## src/rtl/game_over_pkg.sv

```systemverilog
// Shared definitions for the "GAME OVER" text renderer: sequencer states,
// string length and the character-to-font-letter map.
package game_over_pkg;

    typedef enum logic [1:0] {
        ST_IDLE   = 2'd0,
        ST_REVEAL = 2'd1,
        ST_BLINK  = 2'd2
    } seq_state_e;

    localparam int TEXT_LEN = 9;

    // Letter code that has no glyph in the font ROM; never lights a pixel.
    localparam logic [2:0] LETTER_SPACE = 3'd7;

    // Character index 0..8 of "GAME OVER" -> ROM letter (G A M E O V R = 0..6).
    localparam logic [2:0] CHAR_LETTER [TEXT_LEN] = '{
        3'd0, 3'd1, 3'd2, 3'd3, LETTER_SPACE, 3'd4, 3'd5, 3'd3, 3'd6
    };

    // Character cells beyond the string (possible outside the box) read as SPACE.
    function automatic logic [2:0] char_to_letter(input logic [3:0] c);
        logic [2:0] letter;
        letter = LETTER_SPACE;
        for (int i = 0; i < TEXT_LEN; i++) begin
            if (c == 4'(i)) begin
                letter = CHAR_LETTER[i];
            end
        end
        return letter;
    endfunction

endpackage

```

## src/rtl/game_over_text_renderer_seq.sv

```systemverilog
// Frame-driven reveal/blink sequencer for the "GAME OVER" string.
// frame_start is a single-cycle strobe with no backpressure: every cycle it is
// high counts as one frame; game_over is a level that gates the whole sequence.
module game_over_seq
    import game_over_pkg::*;
#(
    parameter int REVEAL_FRAMES = 8,
    parameter int BLINK_FRAMES  = 30
) (
    input  logic       clk_i,
    input  logic       rst_ni,
    input  logic       frame_start_i,
    input  logic       game_over_i,
    output logic [1:0] state_o,
    output logic [3:0] shown_o,
    output logic       vis_o,
    output logic       reveal_done_o
);

    localparam int CNT_MAX = (REVEAL_FRAMES > BLINK_FRAMES) ? REVEAL_FRAMES : BLINK_FRAMES;
    localparam int CNT_W   = (CNT_MAX > 1) ? $clog2(CNT_MAX) : 1;

    localparam logic [CNT_W-1:0] REVEAL_LAST = CNT_W'(REVEAL_FRAMES - 1);
    localparam logic [CNT_W-1:0] BLINK_LAST  = CNT_W'(BLINK_FRAMES - 1);
    localparam logic [CNT_W-1:0] CNT_ONE     = CNT_W'(1);
    localparam logic [3:0]       SHOWN_ALL   = 4'(TEXT_LEN);

    seq_state_e       state_q;
    logic [CNT_W-1:0] frame_cnt_q;
    logic [3:0]       shown_q;
    logic             vis_q;
    logic             done_q;

    // Sequencer FSM; dropping game_over wins over everything, including a frame pulse.
    always_ff @(posedge clk_i or negedge rst_ni) begin
        if (!rst_ni) begin
            state_q     <= ST_IDLE;
            frame_cnt_q <= '0;
            shown_q     <= '0;
            vis_q       <= 1'b0;
            done_q      <= 1'b0;
        end else if (!game_over_i) begin
            state_q     <= ST_IDLE;
            frame_cnt_q <= '0;
            shown_q     <= '0;
            vis_q       <= 1'b0;
            done_q      <= 1'b0;
        end else begin
            case (state_q)
                ST_IDLE: begin
                    // Entry cycle: a coincident frame pulse is not counted.
                    state_q     <= ST_REVEAL;
                    frame_cnt_q <= '0;
                    shown_q     <= '0;
                    vis_q       <= 1'b0;
                    done_q      <= 1'b0;
                end
                ST_REVEAL: begin
                    if (frame_start_i) begin
                        if (frame_cnt_q == REVEAL_LAST) begin
                            frame_cnt_q <= '0;
                            if (shown_q == SHOWN_ALL - 4'd1) begin
                                // Last character revealed: go straight to the blink phase, visible.
                                state_q <= ST_BLINK;
                                shown_q <= SHOWN_ALL;
                                vis_q   <= 1'b1;
                                done_q  <= 1'b1;
                            end else begin
                                shown_q <= shown_q + 4'd1;
                            end
                        end else begin
                            frame_cnt_q <= frame_cnt_q + CNT_ONE;
                        end
                    end
                end
                ST_BLINK: begin
                    if (frame_start_i) begin
                        if (frame_cnt_q == BLINK_LAST) begin
                            frame_cnt_q <= '0;
                            vis_q       <= ~vis_q;
                        end else begin
                            frame_cnt_q <= frame_cnt_q + CNT_ONE;
                        end
                    end
                end
                default: begin
                    state_q <= ST_IDLE;
                end
            endcase
        end
    end

    assign state_o       = state_q;
    assign shown_o       = shown_q;
    assign vis_o         = vis_q;
    assign reveal_done_o = done_q;

endmodule

```

## src/rtl/game_over_text_renderer.sv

```systemverilog
// Pixel-stream front end for the "GAME OVER" font ROM: maps DrawX/DrawY into
// the text box, issues a registered ROM address and returns a registered
// text_on two cycles after the pixel coordinates.
module game_over_text_renderer
    import game_over_pkg::*;
#(
    parameter int X0            = 248,
    parameter int Y0            = 224,
    parameter int SCALE_LOG2    = 1,
    parameter int REVEAL_FRAMES = 8,
    parameter int BLINK_FRAMES  = 30
) (
    input  logic       Clk,
    input  logic       Reset_n,
    input  logic       frame_start,
    input  logic       game_over,
    input  logic [9:0] DrawX,
    input  logic [9:0] DrawY,
    output logic [6:0] rom_addr,
    input  logic [7:0] rom_data,
    output logic       text_on,
    output logic       reveal_done
);

    localparam logic [10:0] X0_W  = 11'(X0);
    localparam logic [10:0] Y0_W  = 11'(Y0);
    localparam logic [10:0] BOX_W = 11'((TEXT_LEN * 8) << SCALE_LOG2);
    localparam logic [10:0] BOX_H = 11'(16 << SCALE_LOG2);

    logic [1:0] seq_state;
    logic [3:0] shown;
    logic       vis;

    game_over_seq #(
        .REVEAL_FRAMES (REVEAL_FRAMES),
        .BLINK_FRAMES  (BLINK_FRAMES)
    ) u_seq (
        .clk_i         (Clk),
        .rst_ni        (Reset_n),
        .frame_start_i (frame_start),
        .game_over_i   (game_over),
        .state_o       (seq_state),
        .shown_o       (shown),
        .vis_o         (vis),
        .reveal_done_o (reveal_done)
    );

    logic [10:0] draw_x_w;
    logic [10:0] draw_y_w;
    logic [10:0] rel_x;
    logic [10:0] rel_y;
    logic [6:0]  gx;
    logic [3:0]  char_idx;
    logic [2:0]  col;
    logic [3:0]  row;
    logic [2:0]  letter;
    logic        in_box;
    logic        eligible;
    logic        not_space;

    // Geometry: the explicit >= compares stop pixels left/above the box from
    // wrapping around into small rel_x/rel_y values.
    always_comb begin
        draw_x_w  = {1'b0, DrawX};
        draw_y_w  = {1'b0, DrawY};
        rel_x     = draw_x_w - X0_W;
        rel_y     = draw_y_w - Y0_W;
        in_box    = (draw_x_w >= X0_W) && (rel_x < BOX_W) &&
                    (draw_y_w >= Y0_W) && (rel_y < BOX_H);
        gx        = 7'(rel_x >> SCALE_LOG2);
        char_idx  = gx[6:3];
        col       = gx[2:0];
        row       = 4'(rel_y >> SCALE_LOG2);
        letter    = char_to_letter(char_idx);
        not_space = (letter != LETTER_SPACE);
        eligible  = ((seq_state == ST_REVEAL) && (char_idx < shown)) ||
                    ((seq_state == ST_BLINK) && vis);
    end

    logic [6:0] rom_addr_q;
    logic [2:0] col_q;
    logic       in_box_q;
    logic       qual_q;
    logic       text_on_q;

    // Stage 1: ROM address plus the per-pixel qualifiers that travel with it.
    always_ff @(posedge Clk or negedge Reset_n) begin
        if (!Reset_n) begin
            rom_addr_q <= '0;
            col_q      <= '0;
            in_box_q   <= 1'b0;
            qual_q     <= 1'b0;
        end else begin
            rom_addr_q <= {letter, row};
            col_q      <= col;
            in_box_q   <= in_box;
            qual_q     <= eligible & not_space;
        end
    end

    // Stage 2: select the glyph bit (MSB is leftmost, so bit index is ~col).
    always_ff @(posedge Clk or negedge Reset_n) begin
        if (!Reset_n) begin
            text_on_q <= 1'b0;
        end else begin
            text_on_q <= rom_data[~col_q] & in_box_q & qual_q;
        end
    end

    assign rom_addr = rom_addr_q;
    assign text_on  = text_on_q;

endmodule
```

## config.mk

```make
export PLATFORM = sky130hd
export DESIGN_NAME = game_over_text_renderer
export DESIGN_NICKNAME = d
export VERILOG_FILES = /design/src/rtl/game_over_pkg.sv /design/src/rtl/game_over_text_renderer_seq.sv /design/src/rtl/game_over_text_renderer.sv
export SDC_FILE = /design/constraint.sdc
export NUM_CORES = 1
export LEC_CHECK = 0
export ABC_CLOCK_PERIOD_IN_PS = 3700
export BUFFER_PORTS_ARGS = -buffer_cell sky130_fd_sc_hd__buf_2
export CORE_MARGIN = 2
export CORE_UTILIZATION = 56
export CTS_CLUSTER_DIAMETER = 150
export DETAILED_ROUTE_END_ITERATION = 7
export PLACE_DENSITY = 0.92
export SLEW_MARGIN = 20
export SYNTH_ARGS = -nofsm -noshare
export SYNTH_HDL_FRONTEND = slang
export SYNTH_SLANG_ARGS = --single-unit
```

## constraint.sdc

```tcl
create_clock -name Clk -period 3.7 [get_ports Clk]
set_input_delay 0.74 -clock Clk [delete_from_list [all_inputs] [get_ports Clk]]
set_output_delay 0.74 -clock Clk [all_outputs]
set_load 0.005 [all_outputs]
```

==> results.md <==
- Status: complete, no violations
- Signal arrival time at the worst endpoint: 2.45 ns
- Post-synth net total: ~190
- Via count: approximately 1300
- Synthesized area per cell: between 10 and 15 um^2
- Worst reg2reg path depth: 6
- Number of port buffers: 38
- Global-route layer with the greatest usage: met2
- Ant diodes: 0
- Period utilization: 59.9%
- Placeable core region: 2710 um^2
- Wire length of the first global-routing pass: 5580 um
- Die width: about 57 um
- Number of enable flip-flop cells after synthesis: 0
- FF-to-FF setup slack: 1.48 ns
- Number of warning messages in the yosys log: 0
- Minimum period implied by the final worst setup slack: 2.22 ns
- Worst slew margin: between 60% and 70%
- Sequential cell area: about 650 um^2
- Reg-to-Reg End: u_seq.vis_o$_DFFE_PN0P_
- Worst Setup Slack, final: between 1 and 1.5 ns
- First-pass DRT Iterations: 4
- H-Tree Level Count: 1
- Number of DRC markers after the initial detailed-route iteration: a little over 80
- Critical setup path kind: reg2reg
- Overall routed net length: about 3300 um
- DRC errors left: 0
- HPWL Detailed: ~2500 um
- Wirelength per Cell: 15.2 um
- Library cells used by synthesis: between 50 and 60
- Post CTS Setup Buffer Count: 0
- Cell area after synthesis: 1570 um^2
- Multi-input combinational cell area: about 840 um^2
- Launching element type of the critical path: register
- NumNets Final: roughly 230
- Max_cap viols: 0
- Placer congestion estimate: between 0.8 and 0.9
- Hold buffer count at CTS: 0
- Peak ir drop on the vdd network: 0.333 mV
- Seq/Total Area, Yosys: 41.4%
- Clk Tree Root Cell: clkbuf_4
- Standard-cell rows: 19
- Grt met1 use: 28.9%
- Setup repair after global routing missed its margin: false
- Power density cells: 463 nW/um^2
- Maximum count of clock buffers along a single path: 2
- Remaining global-route overflow: 0
- Fraction of layout instances using a drive strength above 1: a little under 30%
- IO Pins: 41
- Hold WC Path Type: in2async
- Clock Pin Slew Worst Setup and Hold Paths: 0.15 ns
- Clock latency on the worst-skew pair: 0.34 ns
- Required time of the critical path: 3.93 ns
- Crit-path max FO: 11
- Reg-to-Reg Start: u_seq.state_o[1]$_DFFE_PN0P_
- Pins Over Slew Limit: 0
- Fin. Hold Viols: 0
- Filler instances: between 200 and 250
- GRT met3 Usage: 2.04%
- Post-synthesis register bit count: 26
- TritonCTS buffer count: 3
- CP endpoint kind: register
- Largest net degree at the start of global routing: 27
- Finished Core Util: 67.5%
- Worst clock skew: 0.0149 ns
- Grt met2 use: 35.3%
- Setup TNS: 0 ns
- Tot GR Track Use: 22.0%
- Static Leak: 0.838 nW
- Synthesized instance count: 150
- Number of resized instances in the post-cts repair step: 0
- Tightest hold margin: 0.368 ns
- Commonest register cell after synthesis: dfrtp_1
- Post-place setup slack: 1.20 ns
- Via density: 5.94
- Post-layout total power: 0.000846 W
- Count of endpoints failing setup in the final report: 0
- Routed Antenna Nets: 0
- Vias in the first global route: 1271
- Fmax: 451 MHz
- Fraction of registers with async set/reset: 100%
- Full die area: about 3200 um^2
- Initial core utilization: 57.9%
- CTS tree: built
- Area Overhead vs Synth: 16.4%
- Transition time of the tightest slew-check pin: ~0.57 ns
- Sink count of the clock tree: 26
- Antenna violations before repair: 0
- Die span in y: 57.0 um
## where the power goes
group | switching (W) | total [W] | internal, W
Combinational | 0.000187 | 0.000311 | 0.000123
Sequential | 0.0000237 | 0.000336 | 0.000313
Clock | 0.0000896 | 0.000199 | 0.000110
## cells in the mapped netlist, drive strengths merged, types with 2 or more instances
cell | number | area share (%)
mux4 | 2 | 2.9
nor3b | 3 | 1.4
nor2 | 6 | 1.4
a211oi | 2 | 0.96
a32o | 3 | 1.9
nor4b | 2 | 1.1
a211o | 2 | 1.1
xor2 | 2 | 1.6
mux2 | 2 | 1.4
nand4 | 2 | 0.80
nand2b | 3 | 1.2
nand2 | 13 | 3.1
ha | 12 | 9.6
nand4b | 2 | 1.1
or2 | 2 | 0.80
nor3 | 2 | 0.64
buf | 4 | 1.3
dfrtp | 26 | 41
nor4 | 2 | 0.80
a21oi | 7 | 2.2
or3 | 2 | 1.1
nand3 | 6 | 2.2
o21ai | 9 | 2.9
xnor2 | 2 | 1.6
inv | 14 | 3.3
## metrics by stage
stage	instance area [um^2]	cells
5_1_grt	1830	218
4_1_cts	1830	218
6_report	1830	218
3_5_place_dp	1780	214
3_3_place_gp	1780	214
2_1_floorplan	1570	150
## worst max-delay path, stage by stage (launching register included)
cell and delay, ns:
dfrtp_1 0.43, inv_1 0.12, ha_1 0.40, o21ai_0 0.17, o311a_1 0.27, a211oi_1 0.34
mux2_2 0.38
## area by class of cell
type                       instances  area share, %
clock buffer                       3           1.23
clock inverter                     1           1.64
inverter                          14           2.87
multi-input combinational        105           46.1
sequential                        26           35.6
tap                               31           2.12
timing repair buffer              38           10.4
## routing by layer
layer	wire length [um]	share of wire (%)	up-vias
met5	0	0	-
met4	114	3.4	0
met3	154	4.7	11
met2	1710	52	47
met1	1330	40	618
li1	-	-	620
## kinds of logic after synthesis
group                      share of synthesized area, %
and+or+nand+nor                                    17.8
xor gates and xnor gates                           3.19
adders and majority gates                          9.56
DFF                                                41.4
AOI/OAI and AO/OA                                  18.2
buffers and inverters                              4.86
muxes                                              4.94
## cell usage in the layout, fill, tap and decap left out, types with 3 or more instances in the layout
cell type | Yosys | routed
buf_2 | 4 | 38
dfrtp_1 | 26 | 26
inv_1 | 13 | 13
nand2_1 | 13 | 13
ha_1 | 12 | 12
a21oi_1 | 7 | 7
o21ai_0 | 7 | 7
nor2_1 | 6 | 6
nand3_1 | 5 | 5
nand2b_1 | 3 | 3
nor3b_1 | 3 | 3
a32o_1 | 3 | 3
clkbuf_4 | 0 | 3
## state kept, by name, indices dropped and copies added (netlist names)
name	flops
col_q	3
in_box_q	1
qual_q	1
rom_addr	7
text_on	1
u_seq.frame_cnt_q	5
u_seq.reveal_done_o	1
u_seq.shown_o	4
u_seq.state_o	2
u_seq.vis_o	1
## worst max-delay path by stage
stage                                   end  depth (start not counted)  slack [ns]                    startpoint
floorplan                  qual_q$_DFF_PN0_                          7        1.54                      DrawX[3]
global placement           qual_q$_DFF_PN0_                          8        1.30                      DrawX[3]
detailed placement         qual_q$_DFF_PN0_                          8        1.20                      DrawX[3]
CTS                 u_seq.vis_o$_DFFE_PN0P_                          6        1.51  u_seq.state_o[1]$_DFFE_PN0P_
global route        u_seq.vis_o$_DFFE_PN0P_                          6        1.37  u_seq.state_o[1]$_DFFE_PN0P_
finish              u_seq.vis_o$_DFFE_PN0P_                          6        1.48  u_seq.state_o[1]$_DFFE_PN0P_
Power figures use the tool's default switching activity.
